$ cat src/rtl/ram_stream_reader_d1.sv
// ram_stream_reader_d1: issues consecutive RAM reads and streams the words out with backpressure
module ram_stream_reader_d1 #(
  parameter int AWIDTH = 3,
  parameter int DWIDTH = 32
) (
  input  logic              i_clock,
  input  logic              i_reset_n,
  input  logic              i_start,
  input  logic [AWIDTH-1:0] i_start_addr,
  input  logic [AWIDTH:0]   i_length,
  output logic              o_busy,
  output logic              o_done,
  output logic [AWIDTH-1:0] o_ram_addr,
  output logic              o_ram_we,
  input  logic [DWIDTH-1:0] i_ram_dout,
  output logic [DWIDTH-1:0] o_m_data,
  output logic              o_m_valid,
  input  logic              i_m_ready,
  output logic              o_m_last
);
  typedef enum logic [1:0] {IDLE, RUN, DRAIN} state_t;
  state_t r_state, w_state_nxt;
  logic [AWIDTH-1:0] r_addr, r_last_addr;
  logic [AWIDTH:0] r_icnt, r_dcnt;
  logic [DWIDTH-1:0] r_fifo [4];
  logic [1:0] r_wp, r_rp;
  logic [2:0] r_count;
  logic r_inflight, r_done;
  logic w_start, w_issue, w_pop, w_last_pop;
  assign o_busy = r_state != IDLE;
  assign o_done = r_done;
  assign o_ram_we = 1'b0;
  assign o_ram_addr = w_issue ? r_addr : r_last_addr;
  assign o_m_valid = r_count != 3'd0;
  assign o_m_data = r_fifo[r_rp];
  assign o_m_last = o_m_valid && r_dcnt == (AWIDTH+1)'(1);
  // issue credit, handshake and next-state decisions; credits freed by a pop count from the next cycle
  always_comb begin
    w_start = r_state == IDLE && i_start;
    w_issue = r_state == RUN && r_icnt != '0 && (r_count + {2'b0, r_inflight}) < 3'd4;
    w_pop = o_m_valid && i_m_ready;
    w_last_pop = w_pop && r_dcnt == (AWIDTH+1)'(1);
    w_state_nxt = r_state;
    if (w_start && i_length != '0)
      w_state_nxt = RUN;
    else if (w_last_pop)
      w_state_nxt = IDLE;
    else if (w_issue && r_icnt == (AWIDTH+1)'(1))
      w_state_nxt = DRAIN;
  end
  // state, counters, inflight flag and FIFO pointers
  always_ff @(posedge i_clock) begin
    if (!i_reset_n) begin
      r_state <= IDLE;
      r_done <= 1'b0;
      r_addr <= '0;
      r_last_addr <= '0;
      r_icnt <= '0;
      r_dcnt <= '0;
      r_inflight <= 1'b0;
      r_wp <= '0;
      r_rp <= '0;
      r_count <= '0;
    end else begin
      r_state <= w_state_nxt;
      r_done <= (w_start && i_length == '0) || w_last_pop;
      r_inflight <= w_issue;
      if (w_start) begin
        r_addr <= i_start_addr;
        r_icnt <= i_length;
        r_dcnt <= i_length;
      end else begin
        if (w_issue) begin
          r_addr <= r_addr + 1'b1;
          r_icnt <= r_icnt - 1'b1;
          r_last_addr <= r_addr;
        end
        if (w_pop)
          r_dcnt <= r_dcnt - 1'b1;
      end
      if (r_inflight)
        r_wp <= r_wp + 1'b1;
      if (w_pop)
        r_rp <= r_rp + 1'b1;
      r_count <= r_count + {2'b0, r_inflight} - {2'b0, w_pop};
    end
  end
  // capture the RAM word one cycle after its address was issued
  always_ff @(posedge i_clock) begin
    if (r_inflight)
      r_fifo[r_wp] <= i_ram_dout;
  end
endmodule

$ cat config.mk
export PLATFORM = sky130hd
export DESIGN_NAME = ram_stream_reader_d1
export DESIGN_NICKNAME = d
export VERILOG_FILES = /design/src/rtl/ram_stream_reader_d1.sv
export SDC_FILE = /design/constraint.sdc
export NUM_CORES = 1
export LEC_CHECK = 0
export CELL_PAD_IN_SITES_DETAIL_PLACEMENT = 0
export CELL_PAD_IN_SITES_GLOBAL_PLACEMENT = 1
export CORE_UTILIZATION = 42
export CTS_CLUSTER_SIZE = 28
export DETAILED_ROUTE_END_ITERATION = 16
export PLACE_DENSITY = 0.72
export SYNTH_ARGS = -nofsm -noshare
export SYNTH_HDL_FRONTEND = slang
export SYNTH_SLANG_ARGS = --single-unit
$ cat constraint.sdc
create_clock -name i_clock -period 1.75 [get_ports i_clock]
set_input_delay 0.2625 -clock i_clock [delete_from_list [all_inputs] [get_ports i_clock]]
set_output_delay 0.2625 -clock i_clock [all_outputs]
set_load 0.02 [all_outputs]
==> flow_summary.toml <==
[outcome]
status = "complete, but fails checks"
failed_checks = "negative setup slack"

[worst_setup_path]
regToRegStartpoint = "r_inflight"
cp.arrival_ns = 2.04
critPathKind = "reg -> out"
reg2reg_depth = 8
startpoint = "r_inflight"
required_ns = 1.49
regToRegSetupSlack_ns = -0.01
end_kind = "primary output"
setup.worst_path.end = "o_ram_addr[0]"
critPathLaunchType = "flip-flop"
worstPathMaxFanout = 3
worstReg2RegEnd = "r_icnt[0]"

[drt]
via_per_inst = 5.05
wl_per_cell_microns = 17.3
drt_iter0_drc = 168
ant_nets = 0
routed_wl_mm = 11.1
dr.pass1.iters = 4
vias = 3244
route.detailed.drc = 0

[clock_network]
htree_levels = 4
clock-sinks = 155
cts_made_buffers = 17
cts_tree = "yes"
clockRootBuffer = "clkbuf_16"
clkLatencyLatePin_ns = 0.42
clk_pin_slew_ns = 0.06
cts_buffer_depth = 2

[grt]
grtUsageTotal_pct = 16.2
grt_pass1_vias = 3387
grt_pass1_wl_mm = 17.3
overflow = 0
antenna_found_initial = 0
grt_max_degree = 33

[logic_synthesis]
ys_ff_latch = 155
synth_nets = 372
yosysUniqueCellTypes = 43
synth_area_per_cell_sq_um = 19.0
synth-seq-area-share_pct = 73.1
synth_ff_type = "edfxtp_1"
synth_area_sq_um = 6000
synthArstFlopShare_pct = 0
synthCells = 316
synth_edf_count = 128
synth_warnings = 0

[layout]
fin_cells = 643
n_antenna_cell = 0
layout-drive-gt1-share_pct = 37.1
final_common_cell = "edfxtp_1"
fin_nets = 506
area_growth_syn_to_layout_pct = 36.6
final_cell_mix = "128 x edfxtp_1, 54 x buf_6, 43 x clkdlybuf4s50_1, 32 x mux4_2, 24 x buf_4"

[power_and_ir_drop]
peakVddDrop_v = 0.000593
p_leak_nw = 2.87
pwr-share-clk_pct = 30.9
p_per_area_nw_per_um2 = 1430
swShare_pct = 26.2
power_frac_comb_pct = 31.9
p_int_mw = 8.63
power_frac_seq_pct = 37.2
power.net_switching_mw = 3.07
design_power_total_mw = 11.7

[sta]
fmax_ghz = 0.434
worst_slew_pin_slew_ns = 0.848
period_minus_slack_ns = 2.31
hold_violations = 0
timing.final.crit_share_pct = 132
hold_ws_ns = 0.476
setup_slack_ns = -0.555
fin_skew_ns = 0.0121
rsz0062_at_grt = "true"
maxSlewViolCount = 0
slew_headroom_pct = 43.5
setup_tns_ns = -10.73
finalSetupViolCount = 38

[die]
dieWidth_microns = 122
ios = 83
die_h_microns = 122
dieArea_sq_um = 14800
core-area_sq_um = 13900
initial_core_util_pct = 43.2
fp-row-count = 43

[placement]
pre_cts_slack_ns = -0.574
place.detailed.hpwl_mm = 6.89
port_buffers = 81
place_inst = 590
place.gp.congestion = 0.748

[job]
cap_violations = 0

[min_path]
hp-class = "in -> reg"
hp-start = "i_ram_dout[0]"
## worst min-delay path by stage
stage / cells past startpoint / endpoint
2_1_floorplan: 0 / r_fifo[0][0]
3_3_place_gp: 1 / r_addr[2]
3_5_place_dp: 1 / r_addr[2]
4_1_cts: 1 / r_fifo[2][25]
5_1_grt: 1 / r_fifo[1][8]
6_report: 1 / r_fifo[1][0]
## registers in the layout, indices dropped and copies added (netlist names), named ones only
name,cells
o_done,1
r_addr,3
r_count,3
r_dcnt,4
r_fifo,128
r_icnt,4
r_inflight,1
r_last_addr,3
r_rp,2
r_state,2
r_wp,2
## power by group through the flow
stage,Clock [mW],Combinational (mW),Sequential [mW]
after floorplan,0,1.74,4.38
after global placement,0,2.94,4.40
after detailed placement,0,2.97,4.41
after CTS,3.68,3.32,4.35
after global routing,3.82,3.99,4.37
final,3.61,3.73,4.35
## final cells by class
type | instances | area [sq um]
clock inverter | 12 | 146
multi-input combinational | 135 | 1570
tap | 180 | 225
timing repair buffer | 130 | 1380
sequential | 155 | 4400
clock buffer | 20 | 437
inverter | 11 | 41.3
fill | 1075 | 5690
## per-stage QoR
stage	area (sq um)	util [%]
floorplan	6050	-
global placement	7260	52.3
detailed placement	7260	52.3
CTS	7970	57.4
global route	8200	59.0
finish	8200	59.0
## cells in the mapped netlist, drive strengths merged (2+ instances only)
| library cell | number | share of area (%) |
|---|---|---|
| o21a | 4 | 0.50 |
| nand2 | 7 | 0.44 |
| buf | 10 | 0.96 |
| nor2 | 6 | 0.38 |
| a21boi | 2 | 0.25 |
| nor2b | 4 | 0.42 |
| clkbuf | 5 | 0.31 |
| edfxtp | 128 | 64 |
| a32o | 3 | 0.50 |
| ha | 13 | 2.7 |
| a211oi | 4 | 0.71 |
| a22o | 2 | 0.31 |
| nor3 | 9 | 0.75 |
| xnor2 | 2 | 0.29 |
| xor2 | 5 | 0.86 |
| nand3 | 2 | 0.17 |
| a21oi | 4 | 0.33 |
| mux2 | 3 | 0.63 |
| o21ai | 6 | 0.50 |
| inv | 11 | 0.69 |
| and2 | 14 | 1.5 |
| dfxtp | 27 | 9.0 |
| mux4 | 32 | 12 |
## metal layers
layer / GRT usage, % / wire length [microns]
met1: 20.0 / 4910
met2: 26.8 / 5600
met3: 4.46 / 421
met4: 7.18 / 181
met5: 0 / 0
## what timing repair did
item | 4_1_cts | 5_1_grt
hold buffers | 0 | 0
cloned | 0 | 1
setup buffers | 16 | 4
resized for setup | 205 | 53
setup endpoints to repair | 46 | 111
pin swaps | 3 | 0
## worst max-delay path, cell delays in order (launching register included)
cell and delay [ns]:
dfxtp_4 0.35, ha_4 0.16, ha_4 0.17, xor2_4 0.16, a211oi_4 0.20, buf_6 0.15, mux2_4 0.31, buf_6 0.13
## logic make-up (layout without fill, tap and decap cells)
| family | Yosys count | count (layout) | synth area share (%) |
|---|---|---|---|
| AO/OA/AOI/OAI | 28 | 28 | 3.57 |
| multiplexers | 36 | 36 | 12.8 |
| other | 1 | 1 | 0.0625 |
| buffers and inverters | 26 | 173 | 1.96 |
| AND/OR/NAND/NOR | 50 | 50 | 4.67 |
| flip-flops | 155 | 155 | 73.1 |
| XOR/XNOR | 7 | 7 | 1.15 |
| adder cells (fa/ha/maj) | 13 | 13 | 2.71 |
(Power assumes the default switching activity.)
